<file path="src/rtl/approx_sub_pkg.sv">
// Shared constants and parameter-legality check for the approximate subtractor.
// The error monitor is enabled by defining APPROX_SUB_ERRMON_EN.
package approx_sub_pkg;

    localparam int DEF_WIDTH       = 12;
    localparam int DEF_APPROX_BITS = 4;
    localparam int DEF_SPLIT       = 8;
    localparam int ERR_CNT_W       = 16;

    function automatic bit params_legal(input int width, input int approx_bits, input int split);
        return (approx_bits >= 0) && (approx_bits < split) && (split < width);
    endfunction

endpackage

</file>
<file path="src/rtl/approx_sub_slice.sv">
// Combinational borrow-ripple subtractor slice: {bout, d} = a - b - bin.
module approx_sub_slice #(
    parameter int W = 4
) (
    input  logic [W-1:0] a,
    input  logic [W-1:0] b,
    input  logic         bin,
    output logic [W-1:0] d,
    output logic         bout
);

    logic brw;

    // NOTE: blocking assignments here model the ripple within one evaluation;
    // every output gets a default first so no latch is inferred.
    always_comb begin
        d   = '0;
        brw = bin;
        for (int i = 0; i < W; i++) begin
            d[i] = a[i] ^ b[i] ^ brw;
            brw  = (~a[i] & b[i]) | (~(a[i] ^ b[i]) & brw);
        end
        bout = brw;
    end

endmodule

</file>
<file path="src/rtl/approx_sub12u_pipe.sv">
// Two-stage valid/ready approximate subtractor: low APPROX_BITS copied from A,
// upper bits exact. Optional error monitor via `define APPROX_SUB_ERRMON_EN.
module approx_sub12u_pipe
    import approx_sub_pkg::*;
#(
    parameter int WIDTH       = DEF_WIDTH,
    parameter int APPROX_BITS = DEF_APPROX_BITS,
    parameter int SPLIT       = DEF_SPLIT
) (
    input  logic             clk,
    input  logic             rst_n,
    input  logic             in_valid,
    output logic             in_ready,
    input  logic [WIDTH-1:0] in_a,
    input  logic [WIDTH-1:0] in_b,
    output logic             out_valid,
    input  logic             out_ready,
    output logic [WIDTH-1:0] out_diff,
    output logic             out_borrow
`ifdef APPROX_SUB_ERRMON_EN
   ,output logic [((APPROX_BITS > 0) ? APPROX_BITS : 1)-1:0] err_max,
    output logic [ERR_CNT_W-1:0]                            err_cnt
`endif
);

    localparam int LO_W = (APPROX_BITS > 0) ? APPROX_BITS : 1;
    localparam int M_W  = SPLIT - APPROX_BITS;
    localparam int H_W  = WIDTH - SPLIT;

    if (!params_legal(WIDTH, APPROX_BITS, SPLIT)) begin : g_param_check
        $error("approx_sub12u_pipe: need 0 <= APPROX_BITS < SPLIT < WIDTH");
    end

    logic            s1_valid;
    logic [H_W-1:0]  s1_a_hi;
    logic [H_W-1:0]  s1_b_hi;
    logic [M_W-1:0]  s1_d_mid;
    logic            s1_borrow;
    logic [LO_W-1:0] s1_a_lo;

    logic [M_W-1:0]   mid_d;
    logic             mid_bout;
    logic [H_W-1:0]   hi_d;
    logic             hi_bout;
    logic [WIDTH-1:0] s2_diff_next;
    logic             s2_advance;

    assign s2_advance = !out_valid || out_ready;
    assign in_ready   = !s1_valid || s2_advance;

    // Borrow-in to the exact region is forced to zero; low bits never borrow.
    approx_sub_slice #(.W(M_W)) u_slice_mid (
        .a    (in_a[SPLIT-1:APPROX_BITS]),
        .b    (in_b[SPLIT-1:APPROX_BITS]),
        .bin  (1'b0),
        .d    (mid_d),
        .bout (mid_bout)
    );

    approx_sub_slice #(.W(H_W)) u_slice_hi (
        .a    (s1_a_hi),
        .b    (s1_b_hi),
        .bin  (s1_borrow),
        .d    (hi_d),
        .bout (hi_bout)
    );

    if (APPROX_BITS > 0) begin : g_lo
        assign s2_diff_next = {hi_d, s1_d_mid, s1_a_lo};
    end else begin : g_exact
        assign s2_diff_next = {hi_d, s1_d_mid};
    end

    // NOTE: sequential state uses non-blocking assignments only; data registers
    // are cleared by reset too, so outputs read 0 straight after reset.
    always_ff @(posedge clk) begin
        if (!rst_n) begin
            s1_valid   <= 1'b0;
            s1_a_hi    <= '0;
            s1_b_hi    <= '0;
            s1_d_mid   <= '0;
            s1_borrow  <= 1'b0;
            s1_a_lo    <= '0;
            out_valid  <= 1'b0;
            out_diff   <= '0;
            out_borrow <= 1'b0;
        end else begin
            if (in_ready) begin
                s1_valid <= in_valid;
            end
            if (in_valid && in_ready) begin
                s1_a_hi   <= in_a[WIDTH-1:SPLIT];
                s1_b_hi   <= in_b[WIDTH-1:SPLIT];
                s1_d_mid  <= mid_d;
                s1_borrow <= mid_bout;
                s1_a_lo   <= in_a[LO_W-1:0];
            end
            if (s2_advance) begin
                out_valid <= s1_valid;
            end
            if (s1_valid && s2_advance) begin
                out_diff   <= s2_diff_next;
                out_borrow <= hi_bout;
            end
        end
    end

`ifdef APPROX_SUB_ERRMON_EN
    // The per-result error equals B's discarded low bits, so carry them along.
    logic [LO_W-1:0] s1_b_lo;
    logic [LO_W-1:0] s2_b_lo;

    always_ff @(posedge clk) begin
        if (!rst_n) begin
            s1_b_lo <= '0;
            s2_b_lo <= '0;
            err_max <= '0;
            err_cnt <= '0;
        end else begin
            if (in_valid && in_ready) begin
                s1_b_lo <= in_b[LO_W-1:0];
            end
            if (s1_valid && s2_advance) begin
                s2_b_lo <= s1_b_lo;
            end
            if (out_valid && out_ready) begin
                if (s2_b_lo > err_max) begin
                    err_max <= s2_b_lo;
                end
                if ((s2_b_lo != '0) && (err_cnt != '1)) begin
                    err_cnt <= err_cnt + 1'b1;
                end
            end
        end
    end
`endif

endmodule

</file>
<file path="config.mk">
export PLATFORM = sky130hd
export DESIGN_NAME = approx_sub12u_pipe
export DESIGN_NICKNAME = d
export VERILOG_FILES = /design/src/rtl/approx_sub_pkg.sv /design/src/rtl/approx_sub_slice.sv /design/src/rtl/approx_sub12u_pipe.sv
export SDC_FILE = /design/constraint.sdc
export NUM_CORES = 1
export LEC_CHECK = 0
export BUFFER_PORTS_ARGS = -buffer_cell sky130_fd_sc_hd__clkbuf_2
export CAP_MARGIN = 20
export CORE_UTILIZATION = 33
export DETAILED_ROUTE_END_ITERATION = 12
export GPL_ROUTABILITY_DRIVEN = 1
export PLACE_DENSITY = 0.59
export SLEW_MARGIN = 20
export SYNTH_ARGS = -nofsm -noshare
export SYNTH_HDL_FRONTEND = slang
export SYNTH_SLANG_ARGS = --single-unit
</file>
<file path="constraint.sdc">
create_clock -name clk -period 4.4 [get_ports clk]
set_input_delay 0.44 -clock clk [delete_from_list [all_inputs] [get_ports clk]]
set_output_delay 0.44 -clock clk [all_outputs]
set_load 0.005 [all_outputs]
</file>
==> results_dict.tcl <==
set metrics [dict create \
    outcome "completed" \
    globalplace.congestion 0.725 \
    std_cell_rows 23 \
    worstSetupStartpointType "flop" \
    synth_async_sr_flop_share 0 \
    min_path_cells 3 \
    via_count 1184 \
    diodes_inserted 0 \
    critical_path_required_ns 4.54 \
    floorplan.core_area_um2 4140 \
    p_int_uw 450 \
    whs_ns 0.389 \
    comb_pwr_share 0.135 \
    syn-cell-area_um2 1470 \
    end_kind "flop" \
    worst-slew-pin-transition_ns 0.692 \
    port-buffer-count 38 \
    cell_type_with_the_highest_aggregate_area_in_the_netlist "dfxtp_1" \
    synth_edf_count 0 \
    most_crowded_layer_after_global_routing "met2" \
    maxCapViolations 0 \
    final_hold_vio_count 0 \
    instance_count_of_the_mapped_netlist 158 \
    ios 43 \
    critical-path-slowest-cell "fa_1" \
    r2r_slack_ns 2.25 \
    pins_over_slew_limit 0 \
    path_class "flop to flop" \
    floorplan.die_area_um2 4720 \
    setup-violations-final 0 \
    max_slew_margin 0.538 \
    switching_power_share_of_the_total 0.261 \
    clock_sink_count 32 \
    yosysSeqAreaShare 0.436 \
    cts_tree "done" \
    synth.ff_latch_count 32 \
    switchingPower_uw 159 \
    detailed_place.area_um2 1630 \
    timing.critical_path.slowest_cell_delay_ns 0.41 \
    detailedRoute.firstPassIterationCount 4 \
    design.final.nets 225 \
    holdBufCountCts 0 \
    clock_tree.root_cell "clkbuf_8" \
    netlist.area_leader.share 0.436 \
    numCtsBuffers 5 \
    seqPwrFrac 0.525 \
    crit_top_cell "fa_1" \
    ctsHtreeMaxLevel 2 \
    cts_max_path_buffers 2 \
    grt_pass1_wl_um 5260 \
    power_density_nw_per_um2 356 \
    netlist_cell_types 24 \
    antenna_violating_nets_post_route 0 \
    peakVddDrop_v 0.000148 \
    critical_path_fanout_max 2 \
    route.detailed.vias_per_inst 4.95 \
    source_to_sink_clock_delay_at_the_later_pin_of_the_worst_skew_pair_ns 0.28 \
    cts_repair_resize_count 0 \
    drcViolationCount 0 \
    r2r_cells 9 \
    fin_crit_sh 0.489 \
    synth.net_count 194 \
    die_y_um 68.7 \
    clk_pin_slew_ns 0.06 \
    critical_path_arrival_ns 2.29 \
    initial_cell_density_of_the_core 0.354 \
    finalSetupTns_ns 0 \
    warning_count_from_the_yosys_run 0 \
    groute.usage.overall 0.157 \
    critical_path.reg2reg.startpoint "s1_b_hi[0]$_SDFFE_PN0P_" \
    synth.most_common_cell "dfxtp_1" \
    use_met1 0.197 \
    dp_worst_setup_slack_ns 2.24 \
    maxClockFrequency_ghz 0.464 \
    drive_above_1_share 0.286 \
    critical_path_end "out_diff[11]$_SDFFE_PN0P_" \
    crit_path_cell_trace "inv_1 > fa_1 > inv_1 > fa_1 > fa_1 > inv_1 > fa_1 > nand3_1 > a21oi_1" \
    clock_power_share 0.340 \
    finalWorstSetupSlack_ns 2.25 \
    maximum_number_of_pins_on_one_net_before_global_route_repair 26 \
    globalRouteMet2Util 0.229 \
    number_of_global_route_vias_before_repair 1163 \
    cts_setup_buffers 0 \
    rsz0062_at_grt "false" \
    grt_antenna_before_repair 0 \
    design_area_um2 1710 \
    wire_per_inst_um 12.8 \
    netlist_top_cells_area "dfxtp_1, fa_1, a21oi_1" \
    die_width_um 68.7 \
    synth.cells.most_frequent "dfxtp_1, a21oi_1, inv_1" \
    worst_setup_path_startpoint "s1_b_hi[0]$_SDFFE_PN0P_" \
    met3_usage 0.0559 \
    syn_avg_cell_area_um2 9.29 \
    drt_wl_total_um 3050 \
    synth_ff_type "dfxtp_1" \
    worst_clock_skew_ns 0.00594 \
    detailedPlacementHpwl_um 2160 \
    area_delta_synth_final_pct 16.5 \
    worst_r2r_endpoint "out_diff[11]$_SDFFE_PN0P_" \
    drt_iter0_drc 70 \
    grt_remaining_overflow 0 \
    timing.hold.worst.class "input pin to flop" \
    static-leakage-power_uw 0.000730 \
    period_minus_slack_ns 2.15 \
]
==> power groups by stage <==
stage | logic, µW | clock network [µW] | registers [µW]
2_1_floorplan | 58.1 | 0 | 322
3_3_place_gp | 81.0 | 0 | 326
3_5_place_dp | 82.2 | 0 | 327
4_1_cts | 83.0 | 211 | 320
5_1_grt | 94.9 | 225 | 323
6_report | 82.0 | 207 | 320
==> critical path: cells and delay by family, from the launching register on <==
family,cells,cell delay [ns]
AOI/OAI and AO/OA,1,0.07
DFF,1,0.30
buffers and inverters,3,0.23
and+or+nand+nor,1,0.09
adders and majority gates,4,1.32
==> layout by cell type (no fill, tap or decap), types with 4 or more instances in the layout <==
cell and instances:
a211oi_1 6, a21oi_1 18, clkbuf_2 38, clkbuf_8 5, dfxtp_1 32, fa_1 7, inv_1 16, nand2_1 10
nand3_1 10, nand4_1 14, o21ai_0 10, o21ai_1 4, o21ai_2 6, o31ai_1 4
==> registers in the layout (all words and copies together) (netlist names) <==
signal / flops
s1_b_hi: 4
s1_borrow: 1
s1_d_mid: 4
out_diff: 12
out_borrow: 1
s1_a_hi: 4
s1_valid: 1
s1_a_lo: 4
out_valid: 1
==> per-layer routing <==
| metal | wire length (µm) | share of wire | vias to the layer above |
|---|---|---|---|
| li1 | - | - | 603 |
| met1 | 1450 | 0.48 | 542 |
| met2 | 1340 | 0.44 | 31 |
| met3 | 170 | 0.056 | 8 |
| met4 | 87 | 0.029 | 0 |
| met5 | 0 | 0 | - |
==> logic make-up (layout without fill, tap and decap cells) <==
| family | count (synthesis) | in the layout | synth area share |
|---|---|---|---|
| AOI/OAI and AO/OA | 49 | 49 | 0.207 |
| adders and majority gates | 8 | 8 | 0.104 |
| DFF | 32 | 32 | 0.436 |
| buffers and inverters | 31 | 62 | 0.103 |
| and+or+nand+nor | 38 | 38 | 0.149 |
==> final cells by class <==
| class | count | area, µm² |
|---|---|---|
| Fill cell | 450 | 2430 |
| Tap cell | 50 | 62.6 |
| Timing Repair Buffer | 38 | 190 |
| Clock inverter | 1 | 5.00 |
| Sequential cell | 32 | 641 |
| Clock buffer | 6 | 72.6 |
| Multi-Input combinational cell | 95 | 676 |
| Inverter | 17 | 63.8 |
==> stage by stage <==
stage,power [µW],instances,utilization
floorplan,380,158,-
global placement,407,232,0.394
detailed placement,409,232,0.394
CTS,615,239,0.413
global route,643,239,0.413
finish,609,239,0.413
==> worst min-delay path by stage <==
| stage | startpoint | endpoint | slack (ns) |
|---|---|---|---|
| 3_5_place_dp | s1_a_lo[0]$_SDFFE_PN0P_ | s1_a_lo[0]$_SDFFE_PN0P_ | 0.45 |
| 5_1_grt | in_a[0] | s1_a_lo[0]$_SDFFE_PN0P_ | 0.40 |
| 6_report | in_b[10] | s1_b_hi[2]$_SDFFE_PN0P_ | 0.39 |
| 2_1_floorplan | s1_a_lo[0]$_SDFFE_PN0P_ | s1_a_lo[0]$_SDFFE_PN0P_ | 0.43 |
| 4_1_cts | in_b[10] | s1_b_hi[2]$_SDFFE_PN0P_ | 0.39 |
| 3_3_place_gp | s1_a_lo[0]$_SDFFE_PN0P_ | s1_a_lo[0]$_SDFFE_PN0P_ | 0.44 |
No activity file was read; power rests on OpenSTA's default activity.
